`config.mk`:
```
export PLATFORM = sky130hd
export DESIGN_NAME = multicycle_ctrl
export DESIGN_NICKNAME = d
export VERILOG_FILES = /design/src/rtl/multicycle_ctrl.sv
export SDC_FILE = /design/constraint.sdc
export NUM_CORES = 1
export LEC_CHECK = 0
export ABC_AREA = 0
export CAP_MARGIN = 15
export CORE_MARGIN = 2
export CORE_UTILIZATION = 50
export CTS_CLUSTER_DIAMETER = 40
export DETAILED_ROUTE_END_ITERATION = 10
export DONT_BUFFER_PORTS = 1
export GPL_ROUTABILITY_DRIVEN = 0
export GPL_TIMING_DRIVEN = 0
export PLACE_DENSITY = 0.72
export RECOVER_POWER = 25
export SYNTH_ARGS = -nofsm -noshare
export SYNTH_HDL_FRONTEND = slang
export SYNTH_SLANG_ARGS = --single-unit
```
`constraint.sdc`:
```
create_clock -name clk -period 4.77 [get_ports clk]
set_input_delay 0.477 -clock clk [delete_from_list [all_inputs] [get_ports clk]]
set_output_delay 0.477 -clock clk [all_outputs]
set_load 0.02 [all_outputs]
```
`src/rtl/multicycle_ctrl.sv`:
```
// Multi-cycle RV32I sequencer: FETCH/DECODE/EXEC/MEM/WB with per-step enables and mux selects.
// 3-5 cycles per instruction; FETCH and MEM hold their request until memReady; TRAP is sticky until rst.
module multicycle_ctrl (
    input  logic        clk,
    input  logic        rst,
    input  logic        run,
    input  logic [6:0]  opcode,
    input  logic [2:0]  funct3,
    input  logic        brEq,
    input  logic        brLt,
    input  logic        memReady,
    output logic        pcWrite,
    output logic        oldPcWrite,
    output logic        irWrite,
    output logic        regWrite,
    output logic        memRead,
    output logic        memWrite,
    output logic        iorD,
    output logic [1:0]  aluSrcA,
    output logic [1:0]  aluSrcB,
    output logic [2:0]  aluOp,
    output logic [1:0]  memtoReg,
    output logic        pcSource,
    output logic [2:0]  state,
    output logic        retire,
    output logic [31:0] instret,
    output logic        illegal
);

    typedef enum logic [2:0] {
        S_FETCH  = 3'd0,
        S_DECODE = 3'd1,
        S_EXEC   = 3'd2,
        S_MEM    = 3'd3,
        S_WB     = 3'd4,
        S_TRAP   = 3'd7
    } state_t;

    localparam logic [6:0] OP_R     = 7'b0110011;
    localparam logic [6:0] OP_I     = 7'b0010011;
    localparam logic [6:0] OP_LOAD  = 7'b0000011;
    localparam logic [6:0] OP_STORE = 7'b0100011;
    localparam logic [6:0] OP_BR    = 7'b1100011;
    localparam logic [6:0] OP_JAL   = 7'b1101111;
    localparam logic [6:0] OP_JALR  = 7'b1100111;
    localparam logic [6:0] OP_LUI   = 7'b0110111;
    localparam logic [6:0] OP_AUIPC = 7'b0010111;

    localparam logic [2:0] ALU_ADD   = 3'b000;
    localparam logic [2:0] ALU_RFN   = 3'b010;
    localparam logic [2:0] ALU_IFN   = 3'b011;
    localparam logic [2:0] ALU_PASSB = 3'b100;

    localparam logic [1:0] SRCA_PC    = 2'd0;
    localparam logic [1:0] SRCA_OLDPC = 2'd1;
    localparam logic [1:0] SRCA_RS1   = 2'd2;
    localparam logic [1:0] SRCB_RS2   = 2'd0;
    localparam logic [1:0] SRCB_IMM   = 2'd1;
    localparam logic [1:0] SRCB_FOUR  = 2'd2;

    localparam logic [1:0] WB_ALUOUT = 2'd0;
    localparam logic [1:0] WB_MDR    = 2'd1;
    localparam logic [1:0] WB_PC     = 2'd2;

    state_t cur, nxt;

    logic is_r, is_i, is_load, is_store, is_br, is_jal, is_jalr, is_lui, is_auipc;
    logic opc_legal, br_bad, br_taken;

    // Unqualified enables; rst masks them below so a reset cycle never writes state.
    logic pc_wr_c, old_pc_wr_c, ir_wr_c, reg_wr_c, mem_rd_c, mem_wr_c, retire_c;

    always_comb begin
        is_r     = (opcode == OP_R);
        is_i     = (opcode == OP_I);
        is_load  = (opcode == OP_LOAD);
        is_store = (opcode == OP_STORE);
        is_br    = (opcode == OP_BR);
        is_jal   = (opcode == OP_JAL);
        is_jalr  = (opcode == OP_JALR);
        is_lui   = (opcode == OP_LUI);
        is_auipc = (opcode == OP_AUIPC);
        opc_legal = is_r | is_i | is_load | is_store | is_br |
                    is_jal | is_jalr | is_lui | is_auipc;
        br_bad    = is_br && (funct3 == 3'b010 || funct3 == 3'b011);
    end

    always_comb begin
        br_taken = 1'b0;
        case (funct3)
            3'b000:          br_taken = brEq;
            3'b001:          br_taken = ~brEq;
            3'b100, 3'b110:  br_taken = brLt;
            3'b101, 3'b111:  br_taken = ~brLt;
            default:         br_taken = 1'b0;
        endcase
    end

    always_comb begin
        nxt         = cur;
        pc_wr_c     = 1'b0;
        old_pc_wr_c = 1'b0;
        ir_wr_c     = 1'b0;
        reg_wr_c    = 1'b0;
        mem_rd_c    = 1'b0;
        mem_wr_c    = 1'b0;
        retire_c    = 1'b0;
        iorD        = 1'b0;
        aluSrcA     = SRCA_PC;
        aluSrcB     = SRCB_RS2;
        aluOp       = ALU_ADD;
        memtoReg    = WB_ALUOUT;
        pcSource    = 1'b0;

        case (cur)
            S_FETCH: begin
                if (run) begin
                    mem_rd_c = 1'b1;
                    aluSrcB  = SRCB_FOUR;
                    if (memReady) begin
                        ir_wr_c     = 1'b1;
                        pc_wr_c     = 1'b1;
                        old_pc_wr_c = 1'b1;
                        nxt         = S_DECODE;
                    end
                end
            end

            // ALUOut captures oldPC+imm here as the branch/JAL target.
            S_DECODE: begin
                aluSrcA = SRCA_OLDPC;
                aluSrcB = SRCB_IMM;
                if (!opc_legal || br_bad) nxt = S_TRAP;
                else                      nxt = S_EXEC;
            end

            S_EXEC: begin
                if (is_r) begin
                    aluSrcA = SRCA_RS1;
                    aluSrcB = SRCB_RS2;
                    aluOp   = ALU_RFN;
                    nxt     = S_WB;
                end else if (is_i) begin
                    aluSrcA = SRCA_RS1;
                    aluSrcB = SRCB_IMM;
                    aluOp   = ALU_IFN;
                    nxt     = S_WB;
                end else if (is_load || is_store) begin
                    aluSrcA = SRCA_RS1;
                    aluSrcB = SRCB_IMM;
                    nxt     = S_MEM;
                end else if (is_lui) begin
                    aluSrcB = SRCB_IMM;
                    aluOp   = ALU_PASSB;
                    nxt     = S_WB;
                end else if (is_auipc) begin
                    aluSrcA = SRCA_OLDPC;
                    aluSrcB = SRCB_IMM;
                    nxt     = S_WB;
                end else if (is_br) begin
                    pc_wr_c  = br_taken;
                    pcSource = 1'b1;
                    retire_c = 1'b1;
                    nxt      = S_FETCH;
                end else if (is_jal) begin
                    reg_wr_c = 1'b1;
                    memtoReg = WB_PC;
                    pc_wr_c  = 1'b1;
                    pcSource = 1'b1;
                    retire_c = 1'b1;
                    nxt      = S_FETCH;
                end else if (is_jalr) begin
                    // rd gets the pre-edge PC (oldPC+4) while PC takes rs1+imm live.
                    aluSrcA  = SRCA_RS1;
                    aluSrcB  = SRCB_IMM;
                    pc_wr_c  = 1'b1;
                    reg_wr_c = 1'b1;
                    memtoReg = WB_PC;
                    retire_c = 1'b1;
                    nxt      = S_FETCH;
                end else begin
                    nxt = S_TRAP;
                end
            end

            S_MEM: begin
                iorD     = 1'b1;
                mem_rd_c = is_load;
                mem_wr_c = is_store;
                if (!(is_load || is_store)) begin
                    nxt = S_TRAP;
                end else if (memReady) begin
                    if (is_load) begin
                        nxt = S_WB;
                    end else begin
                        retire_c = 1'b1;
                        nxt      = S_FETCH;
                    end
                end
            end

            S_WB: begin
                reg_wr_c = 1'b1;
                memtoReg = is_load ? WB_MDR : WB_ALUOUT;
                retire_c = 1'b1;
                nxt      = S_FETCH;
            end

            S_TRAP: nxt = S_TRAP;

            default: nxt = S_FETCH;
        endcase
    end

    assign pcWrite    = pc_wr_c     & ~rst;
    assign oldPcWrite = old_pc_wr_c & ~rst;
    assign irWrite    = ir_wr_c     & ~rst;
    assign regWrite   = reg_wr_c    & ~rst;
    assign memRead    = mem_rd_c    & ~rst;
    assign memWrite   = mem_wr_c    & ~rst;
    assign retire     = retire_c    & ~rst;
    assign state      = cur;

    always_ff @(posedge clk) begin
        if (rst) begin
            cur     <= S_FETCH;
            instret <= 32'd0;
            illegal <= 1'b0;
        end else begin
            cur <= nxt;
            if (retire)          instret <= instret + 32'd1;
            if (nxt == S_TRAP)   illegal <= 1'b1;
        end
    end

endmodule

```
# Word level (Yosys, flattened, before mapping)
# Cells that the tools add are included.
# word_totals
ff_bits	36
inputBits	16
output_inout_bits	54
wordCells	142
# classes
n_addsub	1
eq_ne	22
mux	90
bitwise	17
n_reduce_logical	9
# ops
cell	n
2-to-1 mux 3 bit	19
2-to-1 mux 1 bit	46
adder 32 x 1 -> 32 bit, second input constant	1
2-to-1 mux 2 bit	16
== test 3 bit, second input constant	7
== test 7 x 6 -> 1 bit, second input constant	3
== test 7 bit, second input constant	3
case mux 3 bit (5 select lines)	1
== test 7 x 5 -> 1 bit, second input constant	2
== test 3 x 2 -> 1 bit, second input constant	4
OR 1 bit	8
case mux 2 bit (2 select lines)	2
== test 7 x 2 -> 1 bit, second input constant	1
bitwise AND 1 bit	6
== test 3 x 1 -> 1 bit, second input constant	2
zero test 3 bit	2
case mux 1 bit (2 select lines)	3
case mux 2 bit (3 select lines)	1
case mux 1 bit (4 select lines)	1
OR reduction 2 bit	2
logical OR 1 bit	3
NOT 1 bit	3
case mux 1 bit (3 select lines)	1
logical AND 1 bit	1
zero test 1 bit	1

# Depth between registers and ports, before layout
# Gate-level depths: netlist of run 1.
# depth
word_depth	14
depth_mapped	9

# Worst setup path after synthesis of run 1
# OpenSTA, ideal clock, no wires.
# synth_path
kind	reg-to-output
startpoint	register cur[2] (netlist: state[2])
endpoint	output pcWrite
arrival_time_ps	2835
required_time_ps	4293
setup_slack_ps	1458
path_stages_with_launch	5
path_buffers	1
cell_sequence	dfxtp_1 > clkbuf_1 > nor4b_1 > nand2_1 > a2111oi_0
# synth_via
elab_chain_cells	3
elab_cells_between_ends	4
classes_between	1 x eq/ne; 1 x mux; 1 x bitwise; 1 x reduce/logical
# synth_rtl
element	line_no	source
from (decl)	65	state_t cur, nxt;
from (signal assigned)	230	cur <= nxt;
== test 3 x 2 -> 1 bit / zero test 3 bit (equally long branches)	115	case (cur)
case mux 1 bit (2 select lines) *	115	
bitwise AND 1 bit *	215	assign pcWrite = pc_wr_c & ~rst;
to (decl)	12	output logic pcWrite,
# Mark *: on every way between the ends. The rest lies on a longest branch, timed or not.

# Worst setup path after layout of run 1
# Ends and elaborated chain as after synthesis.

==> results of run 1 <==
[metal layers]
| metal | up-vias | routed length, µm | track usage, % |
|---|---|---|---|
| met1 | 1030 | 2460 | 28.4 |
| met5 | - | 0 | 0 |
| li1 | 1077 | - | - |
| met2 | 71 | 2650 | 35.2 |
| met4 | 0 | 67 | 7.76 |
| met3 | 9 | 470 | 7.45 |
[worst min-delay path by stage]
| stage | startpoint | slack (ns) | endpoint | depth (start not counted) |
|---|---|---|---|---|
| CTS | memReady | 0.41 | state[0]$_SDFF_PP0_ | 2 |
| global placement | instret[26]$_SDFFE_PP0P_ | 0.58 | instret[26]$_SDFFE_PP0P_ | 2 |
| detailed placement | instret[26]$_SDFFE_PP0P_ | 0.59 | instret[26]$_SDFFE_PP0P_ | 2 |
| floorplan | instret[30]$_SDFFE_PP0P_ | 0.56 | instret[30]$_SDFFE_PP0P_ | 2 |
| finish | memReady | 0.42 | state[0]$_SDFF_PP0_ | 2 |
| global route | memReady | 0.42 | state[0]$_SDFF_PP0_ | 2 |
[synth_stat cells, types with 3 or more instances]
library cell,number
or3_1,7
nor2_1,32
nor3_1,4
nand2b_1,4
nor4_1,3
o21ai_0,12
a31oi_1,3
dfxtp_1,36
xnor2_1,20
inv_1,7
a211oi_1,12
a2111oi_2,6
or4_1,6
o31ai_1,4
nand4_1,10
nor2b_1,3
and3_1,7
clkbuf_1,16
a21oi_1,21
nand3_1,13
nand2_1,19
and4_1,4
nand3b_1,3
and2_1,5
[critical path, stage by stage (launching register included)]
cell and delay [ns]:
dfxtp_1 0.41, clkbuf_1 0.25, nor4b_1 1.01, nand2_1 0.25, a2111oi_1 1.02
[flip-flops by register name, indices dropped and copies added (netlist names)]
| signal | flops |
|---|---|
| illegal | 1 |
| instret | 32 |
| state | 3 |
[layout make-up]
type	instances	area, µm²
well taps	52	65.1
fillers	419	1940
plain buffers	22	96.3
clock buffers	6	72.6
clock inverters	1	5.00
inverters	7	26.3
flip-flops and latches	36	721
multi-input cells	224	1420
[through the flow]
stage / std cells / setup WS (ns)
final: 348 / 1.07
after global routing: 348 / 0.886
after CTS: 348 / 1.09
after detailed placement: 341 / 1.42
after global placement: 341 / 1.17
after floorplan: 289 / 1.46
[cells by family after synthesis]
family / after synthesis
simple gates: 132
compound gates: 69
flops: 36
buf+inv: 29
xor+xnor: 21
mux: 1
fa+ha+maj: 1
[report_power, final]
part / internal (µW) / switching (µW)
Sequential: 318 / 40.2
Combinational: 71.7 / 156
Clock: 99.2 / 103
==> metrics.csv, run 1 <==
metric,value,unit
# DRC,0,
syn_nets,306,
Ant. Diodes,0,
fin crit share,77.5,%
setup violators final,0,
Top-Level Pins,70,
Area after DPL,0.00233,mm²
Yosys cell types,48,
cts repair resizes,0,
grt ovf,0,
arrival time worst endpoint,3.22,ns
Port Buffer Count,0,
CTS Buf Count,5,
CTS tree,built,
Vias per Instance,6.28,
Post-CTS Setup Bufs,0,
hold buffers post-CTS,0,
Simple-Gate Fraction of Synth Area,32.1,%
critical path type,reg -> out,
Crit path required time,4.29,ns
largest family of logic cells by synthesized area,simple AND/OR/NAND/NOR gates,
asr flop ratio synth,0,%
GRT Resource Usage Total,22.2,%
achievable frequency,270,MHz
post-synthesis sequential area ratio,31.8,%
"most common cell after layout, fill and taps aside",dfxtp_1,
WL final,5.65,mm
"EDFF count, synth",0,
core area,0.00435,mm²
Clock Latency Late Sink,0.29,ns
RSZ-0062 raised after global routing,false,
final hold vios,0,
Yosys reg bits,36,
synthesized instance count,289,
adder-cell share of the synthesized area,0.552,%
worst-case clock buffer depth,2,
cell area after layout,0.00241,mm²
worst slew pin tran,1.21,ns
crit path time final,3.70,ns
Tightest Hold Check Type,in -> reg,
detailed placement HPWL,4.18,mm
Final ANT Viol Nets,0,
most frequent cells in the layout,"dfxtp_1 (36), nor2_1 (32), a21oi_1 (21)",
YS warnings,0,
WL per Instance,16.2,µm
clk slew on worst S/H paths,0.07,ns
Synth Area in Compound Gates,21.5,%
Setup crit start kind,flop,
Slew Limit Fails,0,
H-tree depth,2,
first-pass iteration count of the detailed router,6,
Clock Skews,0.00635,ns
FF-to-FF End,instret[30]$_SDFFE_PP0P_,
fraction of layout cells with a size suffix above 1,7.43,%
ys flop type,dfxtp_1,
reg2reg path depth,8,
worst reg2reg setup slack,2.00,ns
setup TNS,0,ns
mux cell area share after synthesis,0.442,%
Synth area leaders,"dfxtp_1 (32%), xnor2_1 (7.7%), nor2_1 (5.3%)",
# nets final,313,
Die W,71.3,µm
status,completed,
Initial DRC Count,125,
Max Cap Violations,0,
Crit Path Max Fanout,10,
Die Span Y,71.3,µm
cell taking the most area after synthesis,dfxtp_1,
P&R area growth vs syn,6.35,%
hold slack,0.417,ns
leak pwr,0.000711,µW
Synth Area in XOR/XNOR,8.12,%
initial antenna violation count,0,
CTS root buf,clkbuf_8,
vias in the first global route,2007,
syn_area_per_cell,7.84,µm²
total number of vias,2187,
Netlist Area Pre-Place,0.00227,mm²
post-synth top area share,31.8,%
CP endpoint kind,output pin,
Peak VDD IR,0.000251,V
crit path to,pcWrite,
r2r startpoint,state[1]$_SDFF_PP0_,
# rows,24,
first-pass GRT wire length,9.22,mm
fin util,55.3,%
largest net degree at the start of global routing,11,
relative slew slack,18.1,%
Tot Pwr,788,µW
Initial Utilization,52.0,%
clk sinks,36,
total die area,0.00509,mm²
pwr dens,327,mW/mm²
Setup crit start,state[2]$_SDFF_PP0_,
(Power assumes the default switching activity.)
==> inputs of run 2 (changes only) <==
--- a/config.mk
+++ b/config.mk
@@ -14,7 +14,7 @@
 export DONT_BUFFER_PORTS = 1
 export GPL_ROUTABILITY_DRIVEN = 0
 export GPL_TIMING_DRIVEN = 0
-export PLACE_DENSITY = 0.72
+export PLACE_DENSITY = 0.75
 export RECOVER_POWER = 25
 export SYNTH_ARGS = -nofsm -noshare
 export SYNTH_HDL_FRONTEND = slang
==> constraint.sdc (replaced) <==
create_clock -name clk -period 3.25 [get_ports clk]
set_input_delay 0.325 -clock clk [delete_from_list [all_inputs] [get_ports clk]]
set_output_delay 0.325 -clock clk [all_outputs]
set_load 0.02 [all_outputs]
==> run 2 against run 1 <==
Compared with the run above: register-to-register slack got worse by 1.5 ns; sequential power up 47%; die area did not move; clock power grew 110%; total power rose by 68%; flip-flop and latch count unchanged; clock-buffer cell count up 1.
==> metrics.csv, run 2 (same netlist as run 1, synthesis figures left out) <==
metric,value,unit,change
status,completed,,unchanged
relative slew slack,34.5,%,was 18.1%
grt ovf,0,,unchanged
Slew Limit Fails,0,,unchanged
Post-CTS Setup Bufs,0,,unchanged
GRT Resource Usage Total,23.1,%,was 22.2%
Crit-path slowest cell,a2111oi_4,,was a2111oi_1
fin crit share,92.9,%,
largest net degree at the start of global routing,12,,was 11
clk sinks,36,,unchanged
Setup crit start kind,flop,,unchanged
worst reg2reg setup slack,0.50,ns,was 2.00 ns
total die area,0.00509,mm²,unchanged
Placed Cells incl. Taps,341,,unchanged
Clock Latency Late Sink,0.29,ns,about the same
Initial Utilization,52.0,%,unchanged
worst slew pin tran,0.974,ns,was 1.21 ns
final hold vios,0,,unchanged
WHS Path Cells,2,,unchanged
Die W,71.3,µm,unchanged
vias in the first global route,2056,,was 2007
Crit path required time,2.92,ns,was 4.29 ns
WL per Instance,16.6,µm,was 16.2 µm
reg2reg path depth,7,,was 8
HP Start,memReady,,unchanged
achievable frequency,331,MHz,
Clock Skews,0.00459,ns,was 0.00635 ns
arrival time worst endpoint,2.69,ns,was 3.22 ns
core area,0.00435,mm²,unchanged
FF-to-FF End,instret[31]$_SDFFE_PP0P_,,was instret[30]$_SDFFE_PP0P_
total number of vias,2217,,was 2187
Crit Path Max Fanout,9,,was 10
Initial DRC Count,114,,was 125
Port Buffer Count,0,,unchanged
WL final,5.80,mm,was 5.65 mm
CTS root buf,clkbuf_8,,unchanged
setup TNS,0,ns,unchanged
# rows,24,,unchanged
first-pass GRT wire length,9.55,mm,was 9.22 mm
P&R area growth vs syn,9.99,%,was 6.35%
CTS tree,built,,unchanged
Top-Level Pins,70,,unchanged
Biggest register,instret,,unchanged
critical path type,reg -> out,,unchanged
leak pwr,0.000741,µW,was 0.000711 µW
detailed placement HPWL,4.20,mm,was 4.18 mm
r2r startpoint,state[0]$_SDFF_PP0_,,was state[1]$_SDFF_PP0_
hold slack,0.314,ns,was 0.417 ns
Vias per Instance,6.35,,was 6.28
most frequent cells in the layout,"dfxtp_1 (35), nor2_1 (31), a21oi_1 (21)",,"was dfxtp_1 (36), nor2_1 (32), a21oi_1 (21)"
max FFs per register,32,,unchanged
# DRC,0,,unchanged
first-pass iteration count of the detailed router,6,,unchanged
pwr dens,529,mW/mm²,was 327 mW/mm²
fin cells,349,,was 348
fraction of layout cells with a size suffix above 1,9.76,%,was 7.43%
RSZ-0062 raised after global routing,false,,unchanged
# nets final,313,,unchanged
Peak VDD IR,0.000330,V,was 0.000251 V
fin util,57.2,%,was 55.3%
initial antenna violation count,0,,unchanged
H-tree depth,2,,unchanged
setup violators final,0,,unchanged
Worst path max stage delay,0.52,ns,was 1.02 ns
Die Span Y,71.3,µm,unchanged
Final ANT Viol Nets,0,,unchanged
Setup crit start,state[0]$_SDFF_PP0_,,was state[2]$_SDFF_PP0_
worst-case clock buffer depth,2,,unchanged
"most common cell after layout, fill and taps aside",dfxtp_1,,unchanged
Ant. Diodes,0,,unchanged
CTS Buf Count,5,,unchanged
crit-path cells,"buf_2, or3b_4, or4_1, clkbuf_1, nand2b_1, a2111oi_4",,"was clkbuf_1, nor4b_1, nand2_1, a2111oi_1"
Min-Delay Endpoint,state[0]$_SDFF_PP0_,,unchanged
crit path time final,3.02,ns,
CP endpoint kind,output pin,,unchanged
Tightest Hold Check Type,in -> reg,,unchanged
Max Cap Violations,0,,unchanged
filler instances,408,,was 419
clk slew on worst S/H paths,0.07,ns,about the same
[run 2: routing by layer]
layer | vias up | track usage [%] | share of wire [%]
li1 | 1079 | - | -
met1 | 1042 | 29.0 | 42
met2 | 86 | 37.0 | 48
met3 | 10 | 7.88 | 7.8
met4 | 0 | 7.97 | 1.5
met5 | - | 0 | 0
[run 2: final cells by class]
cell class | instances | area [µm²] | area share [%]
multi-input combinational | 224 | 1460 | 58.4
sequential | 36 | 722 | 29.0
buffer | 22 | 97.6 | 3.92
clock buffer | 7 | 96.3 | 3.87
tap | 52 | 65.1 | 2.61
clock inverter | 1 | 30.0 | 1.20
inverter | 7 | 26.3 | 1.05
[run 2: worst max path at each step]
stage	to	slack (ns)	cells past startpoint
after floorplan	pcWrite	0.09	4
after global placement	pcWrite	-0.20	4
after detailed placement	pcWrite	0.07	4
after CTS	retire	0.05	7
after global routing	retire	0.09	8
final	pcWrite	0.23	6
[run 2: power by group]
part           switching [µW]  leakage (µW)  total (µW)  internal [µW]
sequential               60.6      0.000291         528            467
combinational             244      0.000386         358            114
clock                     163     0.0000645         433            271
[run 2: repair_timing]
item,in CTS,in global routing
gates resized for setup,3,5
setup endpoints to repair,2,2
hold buffers,0,0
hold endpoints to repair,0,0
[run 2: critical path, delay by kind of cell (launching register included)]
family	cells	cell delay (ns)
AOI/OAI and AO/OA	1	0.52
buffers and inverters	2	0.37
DFF	1	0.38
and+or+nand+nor	3	1.13
[run 2: metrics by stage]
| stage | worst slack (ns) | area [µm²] | power, µW |
|---|---|---|---|
| 2_1_floorplan | 0.0897 | 2270 | 798 |
| 3_3_place_gp | -0.197 | 2330 | 861 |
| 3_5_place_dp | 0.0722 | 2330 | 867 |
| 4_1_cts | 0.0524 | 2470 | 1310 |
| 5_1_grt | 0.0861 | 2490 | 1390 |
| 6_report | 0.231 | 2490 | 1320 |
